File: config.mk
export PLATFORM = sky130hd
export DESIGN_NAME = rms_div_sched
export DESIGN_NICKNAME = d
export VERILOG_FILES = /design/src/rtl/rms_div_sched.sv
export SDC_FILE = /design/constraint.sdc
export NUM_CORES = 1
export LEC_CHECK = 0
export ABC_AREA = 1
export CAP_MARGIN = 40
export CELL_PAD_IN_SITES_DETAIL_PLACEMENT = 0
export CELL_PAD_IN_SITES_GLOBAL_PLACEMENT = 1
export CORE_MARGIN = 2
export CORE_UTILIZATION = 44
export DETAILED_ROUTE_END_ITERATION = 10
export PLACE_DENSITY_LB_ADDON = 0.1
export SETUP_SLACK_MARGIN = 0.2
export SYNTH_ARGS = -nofsm -noshare
export SYNTH_HDL_FRONTEND = slang
export SYNTH_SLANG_ARGS = --single-unit
File: constraint.sdc
create_clock -name clk -period 5.6 [get_ports clk]
set_clock_uncertainty 0.2 [all_clocks]
set_input_delay 0.56 -clock clk [delete_from_list [all_inputs] [get_ports clk]]
set_output_delay 0.56 -clock clk [all_outputs]
set_load 0.01 [all_outputs]
File: src/rtl/rms_div_sched.sv
// Issue stage feeding div_pipe for RMSnorm: pairs each streamed x[i] with a latched rms
// divisor, collects quotients into a credit-protected FIFO. Optional: RMS_DIV_ZERO_CHK_EN.
module rms_div_sched #(
    parameter int DW         = 32,
    parameter int DIV_LAT    = 6,
    parameter int FIFO_DEPTH = 8,
    parameter int LEN_W      = 10
) (
    input  logic             clk,
    input  logic             rst_n,
    input  logic             start,
    input  logic [LEN_W-1:0] vec_len,
    input  logic [DW-1:0]    rms,
    input  logic [DW-1:0]    x_data,
    input  logic             x_valid,
    output logic             x_ready,
    output logic [DW-1:0]    div_a,
    output logic [DW-1:0]    div_b,
    output logic             div_ab_valid,
    input  logic [DW-1:0]    div_z,
    input  logic             div_z_valid,
    output logic [DW-1:0]    y_data,
    output logic             y_valid,
    input  logic             y_ready,
    output logic             busy,
    output logic             done,
    output logic             div_zero_err
);

    localparam int PTR_W = $clog2(FIFO_DEPTH);
    localparam int CNT_W = PTR_W + 1;
    localparam logic [CNT_W:0] CREDIT_LIMIT = (CNT_W + 1)'(FIFO_DEPTH);

    typedef enum logic [1:0] {
        S_IDLE,
        S_ISSUE,
        S_DRAIN
    } state_e;

    state_e           state_q, state_d;
    logic [LEN_W-1:0] len_q, len_d;
    logic [LEN_W-1:0] issued_q, issued_d;
    logic [LEN_W-1:0] retired_q, retired_d;
    logic [CNT_W-1:0] inflight_q, inflight_d;
    logic [CNT_W-1:0] fifo_cnt_q, fifo_cnt_d;
    logic [PTR_W-1:0] wr_ptr_q, wr_ptr_d;
    logic [PTR_W-1:0] rd_ptr_q, rd_ptr_d;
    logic [DW-1:0]    rms_q, rms_d;
    logic             done_zero_q, done_zero_d;
    logic             err_q, err_d;
    logic [DW-1:0]    fifo_mem_q [FIFO_DEPTH];

    logic          credit_ok;
    logic          issue;
    logic          push;
    logic          pop;
    logic          drain_done;
    logic          zero_hit;
    logic [DW-1:0] rms_latch;

`ifdef RMS_DIV_ZERO_CHK_EN
    // A zero or denormal FP32 divisor is replaced by the smallest normal, sign preserved.
    assign zero_hit  = (rms[30:23] == 8'h00);
    assign rms_latch = zero_hit ? {rms[DW-1], 31'h0080_0000} : rms;
`else
    assign zero_hit  = 1'b0;
    assign rms_latch = rms;
`endif

    // Credit uses registered occupancy only, so a same-cycle pop never frees a slot early.
    assign credit_ok    = ({1'b0, inflight_q} + {1'b0, fifo_cnt_q}) < CREDIT_LIMIT;
    assign x_ready      = (state_q == S_ISSUE) && credit_ok && (issued_q < len_q);
    assign issue        = x_valid && x_ready;
    assign div_ab_valid = issue;
    assign div_a        = issue ? x_data : '0;
    assign div_b        = rms_q;

    assign push    = div_z_valid && (inflight_q != '0);
    assign y_valid = (fifo_cnt_q != '0);
    assign pop     = y_valid && y_ready;
    assign y_data  = fifo_mem_q[rd_ptr_q];

    assign drain_done   = (state_q == S_DRAIN) && (retired_q == len_q);
    assign busy         = (state_q != S_IDLE);
    assign done         = drain_done || done_zero_q;
    assign div_zero_err = err_q;

    // NOTE: every signal written here gets its default first, so no path leaves one
    // unassigned and no latch is inferred.
    always_comb begin
        state_d     = state_q;
        len_d       = len_q;
        issued_d    = issued_q;
        retired_d   = retired_q;
        rms_d       = rms_q;
        err_d       = err_q;
        done_zero_d = 1'b0;

        if (pop) begin
            retired_d = retired_q + LEN_W'(1);
        end

        unique case (state_q)
            S_IDLE: begin
                if (start) begin
                    len_d     = vec_len;
                    rms_d     = rms_latch;
                    err_d     = err_q || zero_hit;
                    issued_d  = '0;
                    retired_d = '0;
                    if (vec_len != '0) begin
                        state_d = S_ISSUE;
                    end else begin
                        done_zero_d = 1'b1;
                    end
                end
            end
            S_ISSUE: begin
                if (issue) begin
                    issued_d = issued_q + LEN_W'(1);
                    if ((issued_q + LEN_W'(1)) == len_q) begin
                        state_d = S_DRAIN;
                    end
                end
            end
            S_DRAIN: begin
                if (drain_done) begin
                    state_d = S_IDLE;
                end
            end
            default: state_d = S_IDLE;
        endcase
    end

    always_comb begin
        inflight_d = inflight_q;
        fifo_cnt_d = fifo_cnt_q;
        wr_ptr_d   = wr_ptr_q;
        rd_ptr_d   = rd_ptr_q;

        unique case ({issue, push})
            2'b10:   inflight_d = inflight_q + CNT_W'(1);
            2'b01:   inflight_d = inflight_q - CNT_W'(1);
            default: inflight_d = inflight_q;
        endcase

        unique case ({push, pop})
            2'b10:   fifo_cnt_d = fifo_cnt_q + CNT_W'(1);
            2'b01:   fifo_cnt_d = fifo_cnt_q - CNT_W'(1);
            default: fifo_cnt_d = fifo_cnt_q;
        endcase

        // Pointers wrap naturally because FIFO_DEPTH is a power of two.
        if (push) begin
            wr_ptr_d = wr_ptr_q + PTR_W'(1);
        end
        if (pop) begin
            rd_ptr_d = rd_ptr_q + PTR_W'(1);
        end
    end

    // NOTE: state registers use non-blocking assignments so every flop samples the
    // pre-edge value of its neighbours, independent of process ordering.
    always_ff @(posedge clk or negedge rst_n) begin
        if (!rst_n) begin
            state_q     <= S_IDLE;
            len_q       <= '0;
            issued_q    <= '0;
            retired_q   <= '0;
            inflight_q  <= '0;
            fifo_cnt_q  <= '0;
            wr_ptr_q    <= '0;
            rd_ptr_q    <= '0;
            rms_q       <= '0;
            done_zero_q <= 1'b0;
            err_q       <= 1'b0;
        end else begin
            state_q     <= state_d;
            len_q       <= len_d;
            issued_q    <= issued_d;
            retired_q   <= retired_d;
            inflight_q  <= inflight_d;
            fifo_cnt_q  <= fifo_cnt_d;
            wr_ptr_q    <= wr_ptr_d;
            rd_ptr_q    <= rd_ptr_d;
            rms_q       <= rms_d;
            done_zero_q <= done_zero_d;
            err_q       <= err_d;
        end
    end

    // NOTE: the FIFO storage is reset because y_data is the raw head and must read
    // zero out of reset; at this depth the reset cost is negligible.
    always_ff @(posedge clk or negedge rst_n) begin
        if (!rst_n) begin
            for (int i = 0; i < FIFO_DEPTH; i++) begin
                fifo_mem_q[i] <= '0;
            end
        end else if (push) begin
            fifo_mem_q[wr_ptr_q] <= div_z;
        end
    end

    // div_pipe is fixed-latency; any result without an outstanding request is a protocol error.
    a_z_needs_inflight: assert property (@(posedge clk) disable iff (!rst_n)
        div_z_valid |-> (inflight_q != '0));

    a_z_latency: assert property (@(posedge clk) disable iff (!rst_n)
        div_z_valid |-> $past(div_ab_valid, DIV_LAT));

endmodule
==> summary.txt, run 1 <==
outcome: complete, no violations
clock root cell: clkbuf_16
io pins: 214
CTS sink cnt: 335
setup TNS: 0 ns
share of cells above drive strength 1: 0.0562
post-synth top area share: 0.529
Final #Nets: 2,247
reg-to-reg startpoint: inflight_q[2]
Register-to-Register Path Depth: 16
worst slew pin tran: 0.999 ns
most instantiated library cell after synthesis: nand2_1
GR Util All Layers: 0.224
Critical Path RT: 4.84 ns
Hold WS: 0.268 ns
vias in the first global route: 13.0k
synthesized flop and latch total: 335
Worst-Skew Late Latency: 0.54 ns
Critical Path Start: rd_ptr_q[0]
Period minus WS final: 4.29 ns
Pleak: 9.06 nW
ys async rst share: 1.00
Initial Util: 0.447
final critical-path share of the clock period: 0.766
Slew headroom: 0.334
Core Box Area: 0.0355 mm²
Post-synth top cells: nand2_1, o21ai_0, dfrtp_1, nor2_1, inv_1
DIE HEIGHT: 194 µm
RSZ-0062 raised after global routing: false
Hold Path Origin: div_b[12]
Die ar.: 0.0376 mm²
Fillers: 3,329
Comb power frac: 0.428
Cell Rows: 69
Post-CTS Repair Setup Buffers: 0
gpl congestion: 0.813
crit-path max FO: 61
CTS H-tree lvls: 2
Clock Path Buffers: 3
final wirelength: 41,700 µm
clock share of power: 0.218
Synth area leaders: dfrtp_1, o21ai_0, nand2_1, nor2_1, inv_1
post-DR vias/cell: 5.16
synthesized area per cell: 8.13 µm²
Port Buffers: 212
ANT cells: 0
Worst setup EP type: output port
Net Sw Frac: 0.391
largest net degree at the start of global routing: 126
Int Pwr: 0.00684 W
1st-iter DRT viols: 875
routed via count: 13.4k
GRT overflow: 0
sequential cell area fraction in the yosys report: 0.529
r2r setup slk: 2.50 ns
arrival time worst endpoint: 3.53 ns
initial antenna violation count: 0
RR Endpoint: inflight_q[3]
Netlist Area Pre-Place: 0.0159 mm²
TritonCTS clock tree: built
total power: 0.0112 W
first-pass GRT wire length: 69,100 µm
Reg area: 0.00839 mm²
worst min path class: flip-flop to flip-flop
EDFF count, synth: 0
startpoint types: flip-flop
area leader, netlist: dfrtp_1
CTS Buf Count: 39
post-synth net total: 2,086
hold path depth: 2
Pwr per Cell Area: 574 mW/mm²
Post-CTS Resized: 0
Avg WL per Cell: 16.1 µm
Worst Hold End: div_b[12]
post-route ant nets: 0
VDD IR max: 0.000324 V
Setup violations, final: 0
Crit Path Category: flip-flop to output port
synth warn: 0
Mapped Cells: 1,949
clock transition at the registers of the reported paths: 0.06 ns
max frequency: 233 MHz
Die Width: 194 µm
Switch Pwr: 0.00439 W
DP Wirelength: 25,800 µm
max-slew violations: 0
Final Hold Fails: 0
Yosys cell types: 43
Seq pwr share: 0.354
DRT Pass-1 Iters: 6
multi-input combinational cell area: 0.00648 mm²
Residual DRC: 0
MaxCap Viol Count: 0
predominant post-synthesis flop cell: dfrtp_1
synthesis-to-layout area growth: 23.5%
-- how the worst max path moves through the flow --
stage                               end  cells after the start  slack, ns
after global placement        y_data[1]                      6       1.88
after global routing         y_data[13]                      7       1.09
final                         y_data[4]                      7       1.31
after CTS                     y_data[4]                      7       1.33
after detailed placement      y_data[4]                      7       1.89
after floorplan           inflight_q[3]                     17       2.62
-- layer usage --
metal | GRT usage | routed length (µm) | up-vias
li1 | - | - | 6694
met1 | 0.319 | 19900 | 6389
met2 | 0.364 | 19400 | 271
met3 | 0.0343 | 1800 | 53
met4 | 0.0475 | 631 | 0
met5 | 0 | 0 | -
-- power by group through the flow --
stage	Sequential (W)	Combinational [W]	Clock, W
2_1_floorplan	0.00385	0.00308	0
3_3_place_gp	0.00399	0.00470	0
3_5_place_dp	0.00401	0.00484	0
4_1_cts	0.00398	0.00487	0.00251
5_1_grt	0.00410	0.00546	0.00261
6_report	0.00398	0.00481	0.00244
-- cell type report --
type                            count  area share
Timing Repair Buffer              236       0.125
Inverter                          122      0.0235
Clock buffer                       56      0.0573
Multi-Input combinational cell   1376       0.331
Tap cell                          461      0.0295
Clock inverter                     12     0.00531
Sequential cell                   335       0.429
-- through the flow --
| step | setup slack (ns) | utilization | instance area [µm²] | instances |
|---|---|---|---|---|
| after floorplan | 2.62 | - | 15900 | 1949 |
| after global placement | 1.88 | 0.512 | 18200 | 2521 |
| after detailed placement | 1.89 | 0.517 | 18300 | 2529 |
| after CTS | 1.33 | 0.552 | 19600 | 2598 |
| after global routing | 1.09 | 0.552 | 19600 | 2598 |
| final | 1.31 | 0.552 | 19600 | 2598 |
-- kinds of logic (layout without fill, tap and decap cells) --
| group | Yosys count | in the layout | synth area share |
|---|---|---|---|
| flip-flops | 335 | 335 | 0.529 |
| buffers and inverters | 238 | 426 | 0.0626 |
| AND/OR/NAND/NOR | 835 | 835 | 0.214 |
| adder cells (fa/ha/maj) | 25 | 25 | 0.0207 |
| XOR/XNOR | 14 | 14 | 0.00774 |
| other | 1 | 1 | 0.000237 |
| AO/OA/AOI/OAI | 501 | 501 | 0.166 |
-- critical path, stage by stage, from the launching register on --
cell and delay (ns):
dfrtp_4 0.63, clkinv_2 0.46, buf_4 0.59, o21ai_0 0.15, o22ai_1 0.15, nor2_1 0.06, a31oi_1 0.30, clkdlybuf4s50_1 0.61
-- registers in the layout, summed over array words and instances (netlist names), 3 cells and up --
name	cells
fifo_cnt_q	4
fifo_mem_q	256
rd_ptr_q	3
retired_q	10
div_b	32
inflight_q	4
len_q	10
wr_ptr_q	3
issued_q	10
-- cells in the final DEF, fill, tap and decap left out, types with 4 or more instances in the layout --
cell type,synthesis,final
nand2_1,469,469
a21oi_1,12,12
ha_1,23,23
o21ai_0,394,394
inv_1,112,110
xor2_1,9,9
o21ai_1,21,21
buf_12,1,9
nand2_2,4,4
clkbuf_8,0,6
clkbuf_1,53,10
nor2_2,5,4
buf_4,2,13
clkbuf_16,0,40
nand4_4,6,6
inv_2,8,9
nor3_1,7,7
clkdlybuf4s50_1,0,211
dfrtp_1,335,333
nand3_1,36,36
clkinv_2,1,10
a31oi_1,32,32
nand4_1,7,7
nor2_1,288,288
o22ai_1,32,32
xnor2_1,5,5
-- repair_timing --
item	4_1_cts	5_1_grt
endpoints found under the setup margin	0	0
endpoints found under the hold margin	43	0
hold buffers	1	0
Note: power is estimated with default switching activity, not from simulation.
==> inputs of run 2 (changes only) <==
--- a/config.mk
+++ b/config.mk
@@ -10,7 +10,7 @@
 export CELL_PAD_IN_SITES_DETAIL_PLACEMENT = 0
 export CELL_PAD_IN_SITES_GLOBAL_PLACEMENT = 1
 export CORE_MARGIN = 2
-export CORE_UTILIZATION = 44
+export CORE_UTILIZATION = 41
 export DETAILED_ROUTE_END_ITERATION = 10
 export PLACE_DENSITY_LB_ADDON = 0.1
 export SETUP_SLACK_MARGIN = 0.2
==> constraint.sdc (replaced) <==
create_clock -name clk -period 4.48 [get_ports clk]
set_clock_uncertainty 0.2 [all_clocks]
set_input_delay 0.448 -clock clk [delete_from_list [all_inputs] [get_ports clk]]
set_output_delay 0.448 -clock clk [all_outputs]
set_load 0.01 [all_outputs]
==> summary.txt, run 2 (synthesized netlist as in run 1, its figures left out) <==
outcome: complete, no violations
1st-iter DRT viols: 709 (-19%)
CTS sink cnt: 335 (unchanged)
final wirelength: 43,300 µm (+3.8%)
post-placement setup slack: 1.24 ns (-0.650 ns)
max reg flops: 256 (unchanged)
DP Wirelength: 26,600 µm (+3.0%)
io pins: 214 (unchanged)
GRT overflow: 0 (unchanged)
DRT Pass-1 Iters: 5 (-1)
Port Buffers: 212 (unchanged)
gpl congestion: 0.837 (+3.0%)
first-pass GRT wire length: 71,900 µm (+4.0%)
clock transition at the registers of the reported paths: 0.06 ns (about the same)
Worst-Skew Late Latency: 0.56 ns (+0.02 ns)
share of cells above drive strength 1: 0.0583 (+0.00218)
Die Width: 201 µm (+3.5%)
final critical-path share of the clock period: 0.844
Initial Util: 0.413 (-0.0337)
Final #Nets: 2,251 (+0.18%)
Critical Path RT: 3.83 ns (-1.01 ns)
Final Hold Fails: 0 (unchanged)
CTS Buf Count: 39 (unchanged)
vias in the first global route: 13.1k (+1.5%)
Setup violations, final: 0 (unchanged)
Pwr per Cell Area: 723 mW/mm² (+26%)
post-DR vias/cell: 5.05 (-2.1%)
MaxCap Viol Count: 0 (unchanged)
max-slew violations: 0 (unchanged)
Finished Layout Cells: 2,661 (+2.4%)
largest net degree at the start of global routing: 93 (-26%)
CTS H-tree lvls: 2 (unchanged)
Die ar.: 0.0402 mm² (+7.2%)
most frequent cells in the layout: nand2_1, o21ai_0, dfrtp_1
Residual DRC: 0 (unchanged)
max frequency: 265 MHz
synthesis-to-layout area growth: 24.1%
Core Box Area: 0.0384 mm² (+8.2%)
commonest non-fill, non-tap cell in the layout: nand2_1
Period minus WS final: 3.78 ns
arrival time worst endpoint: 3.13 ns (-0.40 ns)
worst slew pin tran: 0.822 ns (-0.178 ns)
clock root cell: clkbuf_16
Pleak: 9.08 nW (+0.18%)
VDD IR max: 0.000407 V (+26%)
initial antenna violation count: 0 (unchanged)
DIE HEIGHT: 201 µm (+3.5%)
Clock Path Buffers: 3 (unchanged)
post-route ant nets: 0 (unchanged)
startpoint types: flip-flop
Cell Rows: 72 (+4.3%)
setup TNS: 0 ns (unchanged)
Worst setup EP type: output port
GR Util All Layers: 0.219 (-0.00459)
# placed instances: 2,590 (+2.4%)
Avg WL per Cell: 16.3 µm (+1.4%)
final worst slack: 0.701 ns (-0.609 ns)
ANT cells: 0 (unchanged)
routed via count: 13.4k (+0.29%)
RSZ-0062 raised after global routing: false
Crit Path Category: flip-flop to output port
TritonCTS clock tree: built
Slew headroom: 0.452 (+0.118)
Most flops, register: fifo_mem_q
worst min path class: input port to flip-flop
crit-path max FO: 33 (-46%)
-- run 2: cell type report --
type,count,area [µm²]
Inverter,122,460
Tap cell,518,648
Clock buffer,59,1160
Multi-Input combinational cell,1376,6480
Timing Repair Buffer,240,2390
Sequential cell,335,8390
Fill cell,3775,18700
Clock inverter,11,145
-- run 2: power by group --
group          switching [W]  total [W]  internal [W]
Combinational        0.00356    0.00607       0.00251
Clock                0.00128    0.00325       0.00197
Sequential          0.000700    0.00491       0.00421
-- run 2: worst paths after layout --
check	startpoint	endpoint	cells after the start	slack, ns
worst min register to register	div_b[18]	div_b[18]	2	0.27
worst max-delay path	rd_ptr_q[1]	y_data[7]	7	0.70
min in group asynchronous	rst_n	div_b[31]	2	0.31
worst min-delay path	rms[5]	div_b[5]	3	0.23
worst max register to register	len_q[9]	inflight_q[3]	16	1.39
max in group asynchronous	rst_n	retired_q[8]	3	2.75
-- run 2: per-stage QoR --
stage	total power, W	hold WS (ns)	cell area, µm²	util
after floorplan	0.00867	-0.0476	15900	-
after global placement	0.0110	0.255	18300	0.478
after detailed placement	0.0111	0.258	18400	0.478
after CTS	0.0144	0.199	19700	0.513
after global routing	0.0155	0.209	19700	0.513
final	0.0142	0.228	19700	0.513
-- run 2: worst max-delay path: stages (launching register included) --
cell and delay, ns:
dfrtp_2 0.40, inv_2 0.56, buf_4 0.37, o21ai_0 0.14, o22ai_1 0.12, nor2_1 0.06, a31oi_1 0.29, clkdlybuf4s50_1 0.60
-- run 2: what timing repair did --
item                                   CTS  global route
setup buffers                            0             0
setup endpoints to repair                0             0
hold buffers                             1             0
endpoints found under the hold margin   87             0
gates resized for setup                  0             0
-- run 2: routing by layer --
| layer | global-route usage | routed length (µm) | vias to the layer above |
|---|---|---|---|
| met5 | 0 | 0 | - |
| li1 | - | - | 6689 |
| met3 | 0.0375 | 2010 | 65 |
| met4 | 0.0574 | 886 | 0 |
| met2 | 0.355 | 20200 | 294 |
| met1 | 0.307 | 20200 | 6398 |
==> inputs of run 3 (changes only) <==
--- a/config.mk
+++ b/config.mk
@@ -10,7 +10,7 @@
 export CELL_PAD_IN_SITES_DETAIL_PLACEMENT = 0
 export CELL_PAD_IN_SITES_GLOBAL_PLACEMENT = 1
 export CORE_MARGIN = 2
-export CORE_UTILIZATION = 41
+export CORE_UTILIZATION = 37
 export DETAILED_ROUTE_END_ITERATION = 10
 export PLACE_DENSITY_LB_ADDON = 0.1
 export SETUP_SLACK_MARGIN = 0.2
==> constraint.sdc (replaced) <==
create_clock -name clk -period 3.2 [get_ports clk]
set_clock_uncertainty 0.2 [all_clocks]
set_input_delay 0.32 -clock clk [delete_from_list [all_inputs] [get_ports clk]]
set_output_delay 0.32 -clock clk [all_outputs]
set_load 0.01 [all_outputs]
==> summary.txt, run 3 (synthesized netlist as in run 1, its figures left out) <==
commonest non-fill, non-tap cell in the layout: nand2_1
startpoint types: flip-flop
max-slew violations: 0 (unchanged)
vias in the first global route: 13.4k (+2.1%)
Pleak: 9.70 nW (+6.8%)
RR Endpoint: inflight_q[3]
TritonCTS clock tree: built
Core Box Area: 0.0421 mm² (+9.8%)
Int Pwr: 0.0127 W (+46%)
routed via count: 13.9k (+3.2%)
setup TNS: 0 ns (unchanged)
Slew headroom: 0.527 (+0.0745)
DRT Pass-1 Iters: 7 (+2)
share of cells above drive strength 1: 0.123 (+0.0647)
GRT overflow: 0 (unchanged)
first-pass GRT wire length: 77,400 µm (+7.7%)
gpl congestion: 0.812 (-3.0%)
crit-path max FO: 5 (-85%)
CTS sink cnt: 335 (unchanged)
r2r setup slk: 0.26 ns (-1.13 ns)
worst min path class: input port to flip-flop
outcome: complete, no violations
Switch Pwr: 0.00841 W (+52%)
initial antenna violation count: 0 (unchanged)
Net Sw Frac: 0.399 (+0.0100)
Initial Util: 0.376 (-0.0368)
1st-iter DRT viols: 890 (+26%)
Final Hold Fails: 0 (unchanged)
Comb power frac: 0.469 (+0.043)
Crit Path Category: flip-flop to output port
wl on met1: 22,900 µm (+14%)
Clock Path Buffers: 3 (unchanged)
Final #Nets: 2,304 (+2.4%)
DP Wirelength: 27,500 µm (+3.6%)
MaxCap Viol Count: 0 (unchanged)
Register-to-Register Path Depth: 19 (+3)
metal2 WL: 22,900 µm (+13%)
Pwr per Cell Area: 1010 mW/mm² (+40%)
post-DR vias/cell: 5.08 (+0.48%)
Worst-Skew Late Latency: 0.56 ns (about the same)
Worst Hold End: div_b[10]
arrival time worst endpoint: 2.61 ns (-0.52 ns)
most frequent cells in the layout: nand2_1, o21ai_0, dfrtp_1
largest net degree at the start of global routing: 80 (-14%)
Finished Layout Cells: 2,733 (+2.7%)
Die ar.: 0.0445 mm² (+11%)
Cell Rows: 75 (+4.2%)
post-route ant nets: 0 (unchanged)
VDD IR max: 0.000525 V (+29%)
hold path depth: 3 (unchanged)
clock share of power: 0.204 (-0.024)
final critical-path share of the clock period: 0.977
Port Buffers: 212 (unchanged)
# placed instances: 2,622 (+1.2%)
met3 routed WL: 2080 µm (+3.4%)
final wirelength: 48,700 µm (+12%)
Avg WL per Cell: 17.8 µm (+9.5%)
DIE HEIGHT: 211 µm (+5.2%)
clock root cell: clkbuf_16
max reg flops: 256 (unchanged)
Period minus WS final: 3.13 ns
Critical Path RT: 2.68 ns (-1.15 ns)
synthesis-to-layout area growth: 31.7%
CTS Buf Count: 41 (+5.1%)
GR Util All Layers: 0.222 (+0.00299)
highest routed layer: met4
Setup violations, final: 0 (unchanged)
total power: 0.0211 W (+48%)
Residual DRC: 0 (unchanged)
RSZ-0062 raised after global routing: true
clock transition at the registers of the reported paths: 0.05 ns (about the same)
worst slew pin tran: 0.710 ns (-0.112 ns)
Worst setup EP type: output port
CTS H-tree lvls: 2 (unchanged)
Most flops, register: fifo_mem_q
Hold Path Origin: rms[10]
reg-to-reg startpoint: inflight_q[1]
Seq pwr share: 0.327 (-0.018)
Die Width: 211 µm (+5.2%)
io pins: 214 (unchanged)
ANT cells: 0 (unchanged)
max frequency: 320 MHz
run 3: critical path: stages (launching register included):
cell	delay [ns]
dfrtp_1	0.39
ha_1	0.32
nand2_1	0.07
inv_1	0.04
nand2_1	0.07
nand2_1	0.05
nand2_1	0.07
nand2_2	0.06
nor3_4	0.16
nand3_4	0.16
buf_6	0.16
buf_12	0.12
buf_16	0.14
nor2_1	0.09
buf_2	0.14
run 3: what timing repair did:
action,in CTS,in global routing
hold buffers,1,0
pin swaps,8,8
setup endpoints to repair,67,37
gates cloned,12,0
gates resized for setup,234,71
hold endpoints to repair,71,0
buffers inserted,24,4
run 3: cell type report:
class / count / area (µm²)
clock inverter: 13 / 80.1
fill: 4086 / 21300
inverter: 122 / 472
clock buffer: 57 / 1140
sequential: 335 / 8400
tap: 539 / 674
multi-input combinational: 1376 / 6800
timing repair buffer: 291 / 3310
run 3: worst max-delay path by stage:
stage / startpoint / depth (start not counted) / endpoint / slack, ns
floorplan: inflight_q[2] / 17 / inflight_q[3] / 0.22
global placement: len_q[9] / 16 / inflight_q[3] / 0.15
detailed placement: len_q[9] / 16 / inflight_q[3] / 0.13
CTS: fifo_cnt_q[1] / 13 / div_a[30] / 0.02
global route: inflight_q[1] / 14 / div_a[6] / -0.06
finish: inflight_q[1] / 14 / div_a[6] / 0.07
run 3: layer usage:
layer | vias up | GRT usage
li1 | 6815 | -
met1 | 6745 | 0.310
met2 | 264 | 0.366
met3 | 52 | 0.0379
met4 | 0 | 0.0474
met5 | - | 0
run 3: power groups by stage:
stage               clock network (W)  registers, W  logic, W
finish                        0.00430       0.00690   0.00987
global route                  0.00459       0.00710    0.0110
CTS                           0.00442       0.00689   0.00979
detailed placement                  0       0.00695   0.00894
global placement                    0       0.00690   0.00886
floorplan                           0       0.00674   0.00540
run 3: per-stage QoR:
stage	utilization	hold slack [ns]	setup slack [ns]	area, µm²
2_1_floorplan	-	-0.176	0.225	15900
3_3_place_gp	0.443	0.186	0.149	18700
3_5_place_dp	0.443	0.188	0.127	18700
4_1_cts	0.488	0.0741	0.0232	20600
5_1_grt	0.495	0.0943	-0.0600	20900
6_report	0.495	0.101	0.0728	20900
